--- config.mk ---
export PLATFORM = sky130hd
export DESIGN_NAME = btle_phy_trx_seq_flat
export DESIGN_NICKNAME = d
export VERILOG_FILES = /design/src/rtl/btle_phy_trx_seq_pkg.sv /design/src/rtl/btle_phy_trx_seq_if.sv /design/src/rtl/btle_phy_trx_seq.sv /design/src/flat_wrapper.sv
export SDC_FILE = /design/constraint.sdc
export NUM_CORES = 1
export LEC_CHECK = 0
export CAP_MARGIN = 0
export CORE_MARGIN = 2
export CORE_UTILIZATION = 59
export DETAILED_ROUTE_END_ITERATION = 6
export PLACE_DENSITY = 0.87
export SYNTH_ARGS = -nofsm -noshare
export SYNTH_HDL_FRONTEND = slang
export SYNTH_SLANG_ARGS = --single-unit
--- constraint.sdc ---
create_clock -name clk -period 6.85 [get_ports clk]
set_clock_uncertainty 0.2 [all_clocks]
set_input_delay 0.685 -clock clk [delete_from_list [all_inputs] [get_ports clk]]
set_output_delay 0.685 -clock clk [all_outputs]
set_load 0.05 [all_outputs]
--- src/rtl/btle_phy_trx_seq_pkg.sv ---
// btle_phy_trx_seq_pkg: mode, status and FSM state encodings for the PHY TX/RX sequencer
package btle_phy_trx_seq_pkg;

   typedef enum logic [1:0] {
      MODE_TX_ONLY    = 2'd0,
      MODE_RX_ONLY    = 2'd1,
      MODE_TX_THEN_RX = 2'd2,
      MODE_RX_THEN_TX = 2'd3
   } mode_t;

   typedef enum logic [2:0] {
      ST_NONE           = 3'd0,
      ST_OK             = 3'd1,
      ST_RX_TIMEOUT     = 3'd2,
      ST_CRC_ERR        = 3'd3,
      ST_DECODE_TIMEOUT = 3'd4,
      ST_ABORT          = 3'd5
   } status_t;

   typedef enum logic [2:0] {
      S_IDLE      = 3'd0,
      S_TX_RUN    = 3'd1,
      S_IFS_WAIT  = 3'd2,
      S_RX_LISTEN = 3'd3,
      S_RX_DECODE = 3'd4,
      S_DONE      = 3'd5
   } state_t;

   function automatic logic tx_first(input logic [1:0] m);
      return m == MODE_TX_ONLY || m == MODE_TX_THEN_RX;
   endfunction

endpackage

--- src/rtl/btle_phy_trx_seq_if.sv ---
// btle_phy_trx_seq_if: control/strobe bundle between the PHY top and the TX/RX sequencer
//   master: drives start/abort/mode/rx_timeout_cycles and the btle_tx/btle_rx strobes
//   slave : the sequencer; drives tx_start, rx_enable, busy, done, status, state_dbg
interface btle_phy_trx_seq_if
   import btle_phy_trx_seq_pkg::*;
#(
   parameter int TIMER_BIT_WIDTH = 24
);
   logic                       start;
   logic                       abort;
   logic [1:0]                 mode;
   logic [TIMER_BIT_WIDTH-1:0] rx_timeout_cycles;
   logic                       tx_end;
   logic                       rx_hit_flag;
   logic                       rx_decode_end;
   logic                       rx_crc_ok;
   logic                       tx_start;
   logic                       rx_enable;
   logic                       busy;
   logic                       done;
   status_t                    status;
   state_t                     state_dbg;

   modport master (
      output start, abort, mode, rx_timeout_cycles, tx_end, rx_hit_flag, rx_decode_end, rx_crc_ok,
      input  tx_start, rx_enable, busy, done, status, state_dbg
   );

   modport slave (
      input  start, abort, mode, rx_timeout_cycles, tx_end, rx_hit_flag, rx_decode_end, rx_crc_ok,
      output tx_start, rx_enable, busy, done, status, state_dbg
   );
endinterface

--- src/rtl/btle_phy_trx_seq.sv ---
// btle_phy_trx_seq: half-duplex TX/RX exchange sequencer with T_IFS turnaround, listen timeout and decode watchdog
//   clk, rst : single clock, synchronous active-high reset
//   bus      : slave side of btle_phy_trx_seq_if (requests and strobes in; tx_start, rx_enable,
//              busy, done, status, state_dbg out, all registered)
module btle_phy_trx_seq
   import btle_phy_trx_seq_pkg::*;
#(
   parameter int CLK_FREQ_MHZ      = 16,
   parameter int IFS_US            = 150,
   parameter int TIMER_BIT_WIDTH   = 24,
   parameter int MAX_DECODE_CYCLES = 35200
) (
   input logic              clk,
   input logic              rst,
   btle_phy_trx_seq_if.slave bus
);

   localparam int IFS_CYCLES = CLK_FREQ_MHZ * IFS_US;
   // The strobe cycle and the state-entry cycle account for two of the IFS cycles.
   localparam logic [TIMER_BIT_WIDTH-1:0] IFS_LOAD = TIMER_BIT_WIDTH'(IFS_CYCLES - 2);
   localparam logic [TIMER_BIT_WIDTH-1:0] DEC_LOAD = TIMER_BIT_WIDTH'(MAX_DECODE_CYCLES);

   state_t                     state, nxt;
   status_t                    status_q, status_n;
   mode_t                      mode_q;
   logic [TIMER_BIT_WIDTH-1:0] rx_to_q, cnt, cnt_n;
   logic                       accept, expire, active, to_rx, rx_then_tx;

   assign accept     = state == S_IDLE && bus.start && !bus.abort;
   // A loaded count of N expires in the Nth cycle; a zero load never expires.
   assign expire     = cnt == TIMER_BIT_WIDTH'(1);
   assign active     = state inside {S_TX_RUN, S_IFS_WAIT, S_RX_LISTEN, S_RX_DECODE};
   assign to_rx      = mode_q == MODE_TX_THEN_RX;
   assign rx_then_tx = mode_q == MODE_RX_THEN_TX;

   always_comb begin
      nxt      = state;
      status_n = status_q;
      cnt_n    = (cnt != '0) ? cnt - 1'b1 : cnt;
      case (state)
         S_IDLE: if (accept) begin
            nxt      = tx_first(bus.mode) ? S_TX_RUN : S_RX_LISTEN;
            status_n = ST_NONE;
            cnt_n    = bus.rx_timeout_cycles;
         end
         S_TX_RUN: if (bus.tx_end) begin
            nxt      = to_rx ? S_IFS_WAIT : S_DONE;
            status_n = to_rx ? status_q : ST_OK;
            cnt_n    = IFS_LOAD;
         end
         S_IFS_WAIT: if (cnt == '0) begin
            nxt   = to_rx ? S_RX_LISTEN : S_TX_RUN;
            cnt_n = rx_to_q;
         end
         S_RX_LISTEN:
            if (bus.rx_hit_flag) begin
               nxt   = S_RX_DECODE;
               cnt_n = DEC_LOAD;
            end else if (expire) begin
               nxt      = S_DONE;
               status_n = ST_RX_TIMEOUT;
            end
         S_RX_DECODE:
            if (bus.rx_decode_end) begin
               nxt      = (bus.rx_crc_ok && rx_then_tx) ? S_IFS_WAIT : S_DONE;
               status_n = !bus.rx_crc_ok ? ST_CRC_ERR : (rx_then_tx ? status_q : ST_OK);
               cnt_n    = IFS_LOAD;
            end else if (expire) begin
               nxt      = S_DONE;
               status_n = ST_DECODE_TIMEOUT;
            end
         default: nxt = S_IDLE;
      endcase
      // Abort overrides every completion, hit and timer event of the same cycle.
      if (active && bus.abort) begin
         nxt      = S_DONE;
         status_n = ST_ABORT;
      end
   end

   always_ff @(posedge clk) begin
      if (rst) begin
         state         <= S_IDLE;
         status_q      <= ST_NONE;
         mode_q        <= MODE_TX_ONLY;
         rx_to_q       <= '0;
         cnt           <= '0;
         bus.tx_start  <= 1'b0;
         bus.rx_enable <= 1'b0;
         bus.busy      <= 1'b0;
         bus.done      <= 1'b0;
      end else begin
         state         <= nxt;
         status_q      <= status_n;
         cnt           <= cnt_n;
         mode_q        <= accept ? mode_t'(bus.mode) : mode_q;
         rx_to_q       <= accept ? bus.rx_timeout_cycles : rx_to_q;
         bus.tx_start  <= nxt == S_TX_RUN && state != S_TX_RUN;
         bus.rx_enable <= nxt inside {S_RX_LISTEN, S_RX_DECODE};
         bus.busy      <= nxt != S_IDLE;
         bus.done      <= nxt == S_DONE;
      end
   end

   assign bus.status    = status_q;
   assign bus.state_dbg = state;

endmodule
--- src/flat_wrapper.sv ---
// flat-port wrapper written by rule: the top's interface ports become plain ports
module btle_phy_trx_seq_flat import btle_phy_trx_seq_pkg::*;
#(
   parameter int CLK_FREQ_MHZ      = 16,
   parameter int IFS_US            = 150,
   parameter int TIMER_BIT_WIDTH   = 24,
   parameter int MAX_DECODE_CYCLES = 35200
)
  (clk, rst, bus_start, bus_abort, bus_mode, bus_rx_timeout_cycles, bus_tx_end, bus_rx_hit_flag, bus_rx_decode_end, bus_rx_crc_ok, bus_tx_start, bus_rx_enable, bus_busy, bus_done, bus_status, bus_state_dbg);
  btle_phy_trx_seq_if #(.TIMER_BIT_WIDTH(TIMER_BIT_WIDTH)) bus_i ();
  input logic clk;
  input logic rst;
  input wire logic [$bits(bus_i.start)-1:0] bus_start;
  input wire logic [$bits(bus_i.abort)-1:0] bus_abort;
  input wire logic [$bits(bus_i.mode)-1:0] bus_mode;
  input wire logic [$bits(bus_i.rx_timeout_cycles)-1:0] bus_rx_timeout_cycles;
  input wire logic [$bits(bus_i.tx_end)-1:0] bus_tx_end;
  input wire logic [$bits(bus_i.rx_hit_flag)-1:0] bus_rx_hit_flag;
  input wire logic [$bits(bus_i.rx_decode_end)-1:0] bus_rx_decode_end;
  input wire logic [$bits(bus_i.rx_crc_ok)-1:0] bus_rx_crc_ok;
  output wire logic [$bits(bus_i.tx_start)-1:0] bus_tx_start;
  output wire logic [$bits(bus_i.rx_enable)-1:0] bus_rx_enable;
  output wire logic [$bits(bus_i.busy)-1:0] bus_busy;
  output wire logic [$bits(bus_i.done)-1:0] bus_done;
  output wire logic [$bits(bus_i.status)-1:0] bus_status;
  output wire logic [$bits(bus_i.state_dbg)-1:0] bus_state_dbg;
  assign bus_i.start = bus_start;
  assign bus_i.abort = bus_abort;
  assign bus_i.mode = bus_mode;
  assign bus_i.rx_timeout_cycles = bus_rx_timeout_cycles;
  assign bus_i.tx_end = bus_tx_end;
  assign bus_i.rx_hit_flag = bus_rx_hit_flag;
  assign bus_i.rx_decode_end = bus_rx_decode_end;
  assign bus_i.rx_crc_ok = bus_rx_crc_ok;
  assign bus_tx_start = bus_i.tx_start;
  assign bus_rx_enable = bus_i.rx_enable;
  assign bus_busy = bus_i.busy;
  assign bus_done = bus_i.done;
  assign bus_status = bus_i.status;
  assign bus_state_dbg = bus_i.state_dbg;
  btle_phy_trx_seq #(.CLK_FREQ_MHZ(CLK_FREQ_MHZ), .IFS_US(IFS_US), .TIMER_BIT_WIDTH(TIMER_BIT_WIDTH), .MAX_DECODE_CYCLES(MAX_DECODE_CYCLES)) u_core (.clk(clk), .rst(rst), .bus(bus_i));
endmodule
==> flow_metrics.tcl, run 1 <==
set metrics [dict create \
    finalHoldViolCount 0 \
    crit_type "register to register" \
    core_region_area_um2 5470 \
    gate_count_after_technology_mapping 427 \
    diodes 0 \
    vias_in_the_first_global_route 2998 \
    worst_ir_drop_vdd_mv 0.249 \
    async_flop_share_pct 0 \
    firstDrtPassIters 5 \
    min_period_over_period_pct 51.9 \
    grt_antenna_before_repair 0 \
    total_leakage_power_nw 1.38 \
    post-cts-setup-buffer-count 0 \
    tritoncts "done" \
    floorplan.die.height_um 79.0 \
    post-synth-top-area-fraction_pct 36.2 \
    average_cell_area_after_synthesis_um2 7.77 \
    crit_required_ps 6840 \
    timing.critical_path.fanout_max 16 \
    initial_utilization_pct 60.6 \
    yosysSeqAreaShare_pct 36.2 \
    timing.final.setup_violations 0 \
    cellPowerDensity_nw_per_um2 463 \
    postCtsHoldBufs 0 \
    tightest_slew_ps 1170 \
    critPathLaunchType "register" \
    cts_resized 0 \
    fp.dieArea_um2 6240 \
    via_per_inst 6.15 \
    finalSetupTns_ps 0 \
    number_of_nets_in_the_finished_design 491 \
    global_route_usage_sum_pct 28.3 \
    post_synth_main_area_contributors "sky130_fd_sc_hd__dfxtp_1 (36%), sky130_fd_sc_hd__nand2_1 (8.4%), sky130_fd_sc_hd__a21oi_1 (5.9%), sky130_fd_sc_hd__o22ai_1 (3.2%), sky130_fd_sc_hd__a21boi_0 (2.9%)" \
    core.rowCount 27 \
    instances_no_fill 531 \
    postRouteAntennaNets 0 \
    detail_route.drc_violations 0 \
    dpl.hpwl_mm 5.78 \
    chipWidth_um 79.0 \
    mostFrequentLayoutCells "sky130_fd_sc_hd__nand2_1 (74), sky130_fd_sc_hd__dfxtp_1 (60), sky130_fd_sc_hd__clkdlybuf4s50_1 (42), sky130_fd_sc_hd__a21oi_1 (39), sky130_fd_sc_hd__nor2_1 (24)" \
    most_common_cell_after_layout_fill_and_taps_aside "sky130_fd_sc_hd__nand2_1" \
    synth.distinct_cells 60 \
    final_period_minus_worst_setup_slack_ps 3550 \
    synth_nets 464 \
    global_route.overflow_total 0 \
    drtIter0Drc 248 \
    clock_tree.root_cell "sky130_fd_sc_hd__clkbuf_8" \
    cts_htree_levels 3 \
    critPathArrivalTime_ps 3550 \
    grt_first_pass_wirelength_mm 14.0 \
    detail_route.wl_per_cell_um 15.7 \
    pin_count 44 \
    routed-via-count 3264 \
    rsz_0062_raised_after_global_routing "no" \
    clk_pin_slew_worst_paths_ps 70 \
    area_growth_pct 19.0 \
    max-slew-margin-rel_pct 19.6 \
    io_buffers 43 \
    drive_above_1_share_pct 6.54 \
    wl_mm 8.33 \
    cts.path.max_buffers 2 \
    maxClockFrequency_ghz 0.281 \
    synth.yosys.warnings 0 \
    grt_max_degree 62 \
    post-layout-total-power_mw 1.83 \
    max_cap_violations 0 \
    run_status "finished, final reports clean" \
    type_of_the_worst_min_delay_path "register to register" \
    clock_insertion_delay_worst_skew_ps 340 \
    final-max-slew-violation-count 0 \
    clock-sinks 60 \
    gp_congestion 0.893 \
    cts_made_buffers 9 \
    synth.ff_latch_count 60 \
    worstSetupEndpointType "register" \
    synth-edff-count 0 \
    ys.flop_type "sky130_fd_sc_hd__dfxtp_1" \
    post-synth-top-area-cell "sky130_fd_sc_hd__dfxtp_1" \
    syn-cell-area_um2 3320 \
    hold_slack_ps 255 \
    numPlacedInstances 515 \
]
## path summary, 6_finish.rpt
kind                                    from                              end  slack [ps]  depth (start not counted)
max reg2reg         u_core.cnt[4]$_SDFF_PP0_        u_core.cnt[20]$_SDFF_PP0_        3300                          6
max                 u_core.cnt[4]$_SDFF_PP0_        u_core.cnt[20]$_SDFF_PP0_        3300                          6
min          u_core.rx_to_q[21]$_SDFFE_PP0P_  u_core.rx_to_q[21]$_SDFFE_PP0P_         250                          2
min reg2reg  u_core.rx_to_q[21]$_SDFFE_PP0P_  u_core.rx_to_q[21]$_SDFFE_PP0P_         250                          2
## layer usage
metal | global-route usage (%) | part of all wire, %
met2 | 43.0 | 45
met4 | 11.9 | 1.3
met3 | 4.20 | 6.5
met5 | 0 | 0
met1 | 40.2 | 47
## sequential cells by signal, indices dropped and copies added, names as in the netlist
name,count
u_core.bus.busy,1
u_core.bus.done,1
u_core.bus.rx_enable,1
u_core.bus.state_dbg,3
u_core.bus.status,3
u_core.bus.tx_start,1
u_core.cnt,24
u_core.mode_q,2
u_core.rx_to_q,24
## cell families after synthesis
kind of cell             count (synthesis)  share of synthesized area (%)
adder cells (fa/ha/maj)                  3                           1.13
AO/OA/AOI/OAI                          130                           25.7
XOR/XNOR                                16                           4.22
buffers and inverters                   33                           3.88
flip-flops                              60                           36.2
multiplexers                             3                          0.905
AND/OR/NAND/NOR                        182                           28.0
## worst max-delay path, cell delays in order (launching register included)
cell and delay, ps:
sky130_fd_sc_hd__dfxtp_1 350, sky130_fd_sc_hd__or4_4 580, sky130_fd_sc_hd__or4b_1 660, sky130_fd_sc_hd__nor3_2 810, sky130_fd_sc_hd__o21ai_1 210, sky130_fd_sc_hd__nand2b_1 430
sky130_fd_sc_hd__o22ai_1 170
## synthesized netlist by cell type (3+ instances only)
| library cell | instances |
|---|---|
| sky130_fd_sc_hd__a21boi_0 | 13 |
| sky130_fd_sc_hd__a211oi_2 | 3 |
| sky130_fd_sc_hd__o22ai_1 | 17 |
| sky130_fd_sc_hd__xnor2_1 | 5 |
| sky130_fd_sc_hd__and3_1 | 3 |
| sky130_fd_sc_hd__o21a_1 | 3 |
| sky130_fd_sc_hd__o21ai_0 | 13 |
| sky130_fd_sc_hd__o21ai_1 | 4 |
| sky130_fd_sc_hd__nor2_1 | 24 |
| sky130_fd_sc_hd__nor3_1 | 9 |
| sky130_fd_sc_hd__dfxtp_1 | 60 |
| sky130_fd_sc_hd__xor2_1 | 11 |
| sky130_fd_sc_hd__or3_1 | 7 |
| sky130_fd_sc_hd__o31a_1 | 3 |
| sky130_fd_sc_hd__nor4_1 | 9 |
| sky130_fd_sc_hd__buf_2 | 4 |
| sky130_fd_sc_hd__a21oi_1 | 39 |
| sky130_fd_sc_hd__a211oi_1 | 4 |
| sky130_fd_sc_hd__mux2i_1 | 3 |
| sky130_fd_sc_hd__clkbuf_1 | 25 |
| sky130_fd_sc_hd__nand2b_1 | 13 |
| sky130_fd_sc_hd__a221oi_1 | 3 |
| sky130_fd_sc_hd__nand3_1 | 7 |
| sky130_fd_sc_hd__inv_1 | 4 |
| sky130_fd_sc_hd__or2_2 | 3 |
| sky130_fd_sc_hd__or4_1 | 3 |
| sky130_fd_sc_hd__a31oi_1 | 6 |
| sky130_fd_sc_hd__ha_1 | 3 |
| sky130_fd_sc_hd__o31ai_1 | 4 |
| sky130_fd_sc_hd__nor2b_1 | 8 |
| sky130_fd_sc_hd__nand3b_1 | 6 |
| sky130_fd_sc_hd__nand2_1 | 74 |
## power breakdown
part	switching, mW	internal, mW
combinational	0.553	0.366
clock	0.147	0.206
sequential	0.111	0.447
## stage by stage
step	cell area (µm²)	utilization [%]	setup slack, ps
floorplan	3320	-	4040
global placement	3730	68.2	3310
detailed placement	3730	68.2	3220
CTS	3950	72.2	3330
global route	3950	72.2	3020
finish	3950	72.2	3300
## area by class of cell
class	count	area (µm²)
fillers	451	1520
clock buffers	10	128
multi-input cells	334	1990
flip-flops and latches	60	1200
clock inverters	6	87.6
repair buffers	45	440
inverters	4	15.0
well taps	72	90.1
Power figures use the tool's default switching activity.
==> run 2: changes to the inputs <==
--- a/config.mk
+++ b/config.mk
@@ -7,9 +7,9 @@
 export LEC_CHECK = 0
 export CAP_MARGIN = 0
 export CORE_MARGIN = 2
-export CORE_UTILIZATION = 59
+export CORE_UTILIZATION = 50
 export DETAILED_ROUTE_END_ITERATION = 6
-export PLACE_DENSITY = 0.87
+export PLACE_DENSITY = 0.78
 export SYNTH_ARGS = -nofsm -noshare
 export SYNTH_HDL_FRONTEND = slang
 export SYNTH_SLANG_ARGS = --single-unit
==> constraint.sdc (replaced) <==
create_clock -name clk -period 2.9 [get_ports clk]
set_clock_uncertainty 0.2 [all_clocks]
set_input_delay 0.29 -clock clk [delete_from_list [all_inputs] [get_ports clk]]
set_output_delay 0.29 -clock clk [all_outputs]
set_load 0.05 [all_outputs]
==> flow_metrics.tcl, run 2 (synthesized netlist as in run 1, its figures left out) <==
set metrics [dict create \
    whs_path_depth 2 \
    postCtsHoldBufs 0 \
    placement.cell_area_um2 3980 \
    drtIter0Drc 221 \
    via_per_inst 5.92 \
    sw_frac_of_total_pct 42.9 \
    timing.rr.start "u_core.cnt[4]$_SDFF_PP0_" \
    fp.dieArea_um2 7300 \
    detail_route.drc_violations 0 \
    cts_made_buffers 9 \
    rsz_0062_raised_after_global_routing "no" \
    dpl.hpwl_mm 6.46 \
    timing.reg2reg.setup_slack_ps 90 \
    firstDrtPassIters 5 \
    floorplan.die.height_um 85.5 \
    postLayoutCellArea_um2 4190 \
    intPower_mw 2.63 \
    critPathLaunchType "register" \
    min_period_over_period_pct 96.9 \
    worst_min_path_start "rst" \
    pin_count 44 \
    final_period_minus_worst_setup_slack_ps 2810 \
    cellPowerDensity_nw_per_um2 1100 \
    worstSetupEndpointType "register" \
    hold_slack_ps 212 \
    critPathArrivalTime_ps 2820 \
    postRouteAntennaNets 0 \
    clock_insertion_delay_worst_skew_ps 340 \
    total_leakage_power_nw 1.52 \
    detail_route.wl_per_cell_um 15.9 \
    power.share.sequential_pct 27.9 \
    timing.final.setup_violations 0 \
    timing.critical_path.fanout_max 6 \
    clk_pin_slew_worst_paths_ps 70 \
    grt_max_degree 33 \
    mostFrequentLayoutCells "sky130_fd_sc_hd__nand2_1 (74), sky130_fd_sc_hd__dfxtp_1 (60), sky130_fd_sc_hd__clkdlybuf4s50_1 (42), sky130_fd_sc_hd__a21oi_1 (39), sky130_fd_sc_hd__buf_4 (31)" \
    share_of_total_power_in_the_clock_network_pct 17.5 \
    cts.path.max_buffers 2 \
    crit_type "register to register" \
    global_route_usage_sum_pct 25.6 \
    worstHoldEndpoint "u_core.bus.status[0]$_SDFFE_PP0P_" \
    routed-via-count 3343 \
    power.combinational.fraction_pct 54.5 \
    post-cts-setup-buffer-count 0 \
    gp_congestion 0.915 \
    grt_antenna_before_repair 0 \
    worst_ir_drop_vdd_mv 0.671 \
    grt_first_pass_wirelength_mm 14.8 \
    number_of_nets_in_the_finished_design 521 \
    wl_mm 8.97 \
    finalHoldViolCount 0 \
    maxClockFrequency_ghz 0.356 \
    diodes 0 \
    cts_resized 0 \
    core.rowCount 29 \
    vias_in_the_first_global_route 3070 \
    chipWidth_um 85.5 \
    tritoncts "done" \
    layout_top_registers "u_core.cnt x24, u_core.rx_to_q x24" \
    core_region_area_um2 6390 \
    global_route.overflow_total 0 \
    drive_above_1_share_pct 12.3 \
    endpoint_of_the_lowest_slack_register_to_register_path "u_core.bus.status[2]$_SDFFE_PP0P_" \
    ff2ff_path_depth 6 \
    numPlacedInstances 550 \
    run_status "finished, final reports clean" \
    final-max-slew-violation-count 0 \
    area_growth_pct 26.2 \
    io_buffers 43 \
    post-layout-total-power_mw 4.61 \
    cts_htree_levels 3 \
    initial_utilization_pct 52.0 \
    most_common_cell_after_layout_fill_and_taps_aside "sky130_fd_sc_hd__nand2_1" \
    clock_tree.root_cell "sky130_fd_sc_hd__clkbuf_8" \
    tightest_slew_ps 633 \
    max-slew-margin-rel_pct 57.3 \
    crit_required_ps 2910 \
    instances_no_fill 565 \
    finalSetupTns_ps 0 \
    switching_power_mw 1.98 \
    type_of_the_worst_min_delay_path "primary input to register" \
    clock-sinks 60 \
    max_cap_violations 0 \
]
## run 2: worst max path at each step
stage                        startpoint                           endpoint  slack, ps  cells after the start
4_1_cts        u_core.cnt[4]$_SDFF_PP0_  u_core.bus.status[2]$_SDFFE_PP0P_         20                      6
6_report       u_core.cnt[4]$_SDFF_PP0_  u_core.bus.status[2]$_SDFFE_PP0P_         90                      6
5_1_grt        u_core.cnt[4]$_SDFF_PP0_  u_core.bus.status[2]$_SDFFE_PP0P_         30                      6
2_1_floorplan  u_core.cnt[4]$_SDFF_PP0_  u_core.bus.status[0]$_SDFFE_PP0P_         90                      7
3_5_place_dp   u_core.cnt[4]$_SDFF_PP0_  u_core.bus.status[2]$_SDFFE_PP0P_         40                      6
3_3_place_gp   u_core.cnt[4]$_SDFF_PP0_  u_core.bus.status[0]$_SDFFE_PP0P_        100                      6
## run 2: final cells by class
| class | instances | area (µm²) |
|---|---|---|
| Fill cell | 566 | 2200 |
| Tap cell | 77 | 96.3 |
| Multi-Input combinational cell | 334 | 1990 |
| Timing Repair Buffer | 75 | 678 |
| Clock buffer | 10 | 128 |
| Sequential cell | 60 | 1200 |
| Inverter | 4 | 15.0 |
| Clock inverter | 5 | 77.6 |
## run 2: critical path: stages, from the launching register on
cell                      delay [ps]
sky130_fd_sc_hd__dfxtp_1         310
sky130_fd_sc_hd__or4_4           530
sky130_fd_sc_hd__or4b_4          540
sky130_fd_sc_hd__or3_4           450
sky130_fd_sc_hd__a221o_1         390
sky130_fd_sc_hd__mux2i_1         180
sky130_fd_sc_hd__nor2_1           70
## run 2: per-layer routing
metal,vias up,wire length [µm],track usage [%]
met2,93,3940,37.6
met3,8,531,5.35
met5,-,0,0
met1,1577,4410,37.0
li1,1665,-,-
met4,0,97,9.24
## run 2: stage by stage
step                setup WS, ps  util, %
CTS                         22.3     65.5
floorplan                   92.7        -
global placement             101     62.3
detailed placement          40.2     62.3
finish                      90.9     65.6
global route                29.8     65.6
## run 2: power groups by stage
stage / registers [mW] / logic [mW] / clock network (mW)
2_1_floorplan: 1.39 / 1.57 / 0
3_3_place_gp: 1.28 / 2.42 / 0
3_5_place_dp: 1.29 / 2.46 / 0
4_1_cts: 1.28 / 2.48 / 0.820
5_1_grt: 1.32 / 2.75 / 0.855
6_report: 1.29 / 2.51 / 0.809
==> run 3: changes to the inputs <==
--- a/config.mk
+++ b/config.mk
@@ -7,9 +7,10 @@
 export LEC_CHECK = 0
 export CAP_MARGIN = 0
 export CORE_MARGIN = 2
-export CORE_UTILIZATION = 50
+export CORE_UTILIZATION = 60
+export CTS_BUF_LIST = sky130_fd_sc_hd__clkbuf_4
 export DETAILED_ROUTE_END_ITERATION = 6
-export PLACE_DENSITY = 0.78
+export PLACE_DENSITY = 0.88
 export SYNTH_ARGS = -nofsm -noshare
 export SYNTH_HDL_FRONTEND = slang
 export SYNTH_SLANG_ARGS = --single-unit
==> constraint.sdc (replaced) <==
create_clock -name clk -period 3.25 [get_ports clk]
set_clock_uncertainty 0.2 [all_clocks]
set_input_delay 0.325 -clock clk [delete_from_list [all_inputs] [get_ports clk]]
set_output_delay 0.325 -clock clk [all_outputs]
set_load 0.05 [all_outputs]
==> flow_metrics.tcl, run 3 (synthesized netlist as in run 1, its figures left out) <==
set metrics [dict create \
    run_status "finished, final reports clean" \
    core_region_area_um2 5440 \
    clock-sinks 60 \
    layout_top_registers "u_core.cnt x24, u_core.rx_to_q x24" \
    cts_htree_levels 3 \
    worstSetupEndpointType "register" \
    worst_ir_drop_vdd_mv 0.564 \
    most_common_cell_after_layout_fill_and_taps_aside "sky130_fd_sc_hd__nand2_1" \
    tritoncts "done" \
    dpl.hpwl_mm 6.06 \
    global_route.overflow_total 0 \
    via_per_inst 6.16 \
    timing.final.ws_setup_ps 232 \
    critPathArrivalTime_ps 3080 \
    io_buffers 43 \
    post-layout-total-power_mw 3.71 \
    floorplan.die.height_um 78.4 \
    max-slew-margin-rel_pct 41.8 \
    instances_no_fill 541 \
    pin_count 44 \
    postRouteAntennaNets 0 \
    maxClockFrequency_ghz 0.331 \
    detail_route.drc_violations 0 \
    final-max-slew-violation-count 0 \
    mostFrequentLayoutCells "sky130_fd_sc_hd__nand2_1 (74), sky130_fd_sc_hd__dfxtp_1 (60), sky130_fd_sc_hd__clkdlybuf4s50_1 (42), sky130_fd_sc_hd__a21oi_1 (39), sky130_fd_sc_hd__nor2_1 (24)" \
    numPlacedInstances 525 \
    chipWidth_um 78.4 \
    cts_made_buffers 9 \
    total_leakage_power_nw 1.39 \
    clock_tree.root_cell "sky130_fd_sc_hd__clkbuf_4" \
    tightest_slew_ps 872 \
    core.rowCount 27 \
    finalSetupTns_ps 0 \
    timing.final.setup_violations 0 \
    routed-via-count 3333 \
    postCtsHoldBufs 0 \
    gp_congestion 0.927 \
    wl_mm 8.58 \
    area_growth_pct 18.9 \
    fp.dieArea_um2 6140 \
    min_period_over_period_pct 92.9 \
    utilization_of_the_core_after_routing_pct 72.5 \
    vias_in_the_first_global_route 3072 \
    met3_demand_to_capacity_share_in_global_routing_pct 5.29 \
    clock_insertion_delay_worst_skew_ps 400 \
    type_of_the_worst_min_delay_path "primary input to register" \
    finalHoldViolCount 0 \
    use_met1_pct 40.9 \
    cellPowerDensity_nw_per_um2 941 \
    drtIter0Drc 369 \
    clk_pin_slew_worst_paths_ps 100 \
    diodes 0 \
    critPathLaunchType "register" \
    grt_max_degree 34 \
    timing.critical_path.fanout_max 13 \
    crit_required_ps 3310 \
    post-cts-setup-buffer-count 0 \
    postLayoutCellArea_um2 3950 \
    final_period_minus_worst_setup_slack_ps 3020 \
    busiest_layer "met2" \
    max_cap_violations 0 \
    use_met2_pct 45.8 \
    number_of_nets_in_the_finished_design 501 \
    grt_antenna_before_repair 0 \
    rsz_0062_raised_after_global_routing "no" \
    cts_resized 0 \
    global_route_usage_sum_pct 29.5 \
    cts.path.max_buffers 2 \
    crit_type "register to register" \
    detail_route.wl_per_cell_um 15.9 \
    firstDrtPassIters 5 \
    hold_slack_ps 177 \
    drive_above_1_share_pct 8.32 \
    grt_first_pass_wirelength_mm 14.3 \
    post_place_worst_slack_ps 265 \
    initial_utilization_pct 61.0 \
    placement.cell_area_um2 3810 \
]
[run 3: changes by cell type in the layout (fill, tap and decap cells not counted), sizes merged]
| cell | previous run | this run |
|---|---|---|
| buf | 33 | 13 |
| clkinvlp | 1 | 2 |
| bufinv | 2 | 1 |
| clkbuf | 10 | 11 |
[run 3: final cells by class]
type | count | area, µm²
multi-input combinational | 334 | 1990
tap | 72 | 90.1
sequential | 60 | 1200
clock buffer | 11 | 82.6
fill | 437 | 1490
timing repair buffer | 55 | 515
inverter | 4 | 15.0
clock inverter | 5 | 52.6
[run 3: power breakdown]
group          total, mW  switching [mW]  internal, mW
clock network      0.515           0.268         0.247
logic               2.03            1.20         0.831
registers           1.16           0.222         0.940
[run 3: path summary, 6_finish.rpt]
check                           slack (ps)  cells after the start                              end                       startpoint
worst max-delay path                   230                      7        u_core.cnt[20]$_SDFF_PP0_         u_core.cnt[4]$_SDFF_PP0_
worst min-delay path                   180                      2         u_core.cnt[3]$_SDFF_PP0_                              rst
worst max register to register         230                      7        u_core.cnt[20]$_SDFF_PP0_         u_core.cnt[4]$_SDFF_PP0_
worst min register to register         260                      2  u_core.rx_to_q[12]$_SDFFE_PP0P_  u_core.rx_to_q[12]$_SDFFE_PP0P_
[run 3: critical path, stage by stage (launching register included)]
cell and delay (ps):
sky130_fd_sc_hd__dfxtp_1 360, sky130_fd_sc_hd__or4_4 580, sky130_fd_sc_hd__or4b_1 590, sky130_fd_sc_hd__buf_4 200
sky130_fd_sc_hd__nor3_2 210, sky130_fd_sc_hd__o21ai_1 110, sky130_fd_sc_hd__nand2b_1 440, sky130_fd_sc_hd__o22ai_1 180
[run 3: layer usage]
layer  part of all wire [%]  up-vias
met5                      0        -
met4                    1.2        0
met3                    7.4       13
met2                     45      127
met1                     46     1562
li1                       -     1631
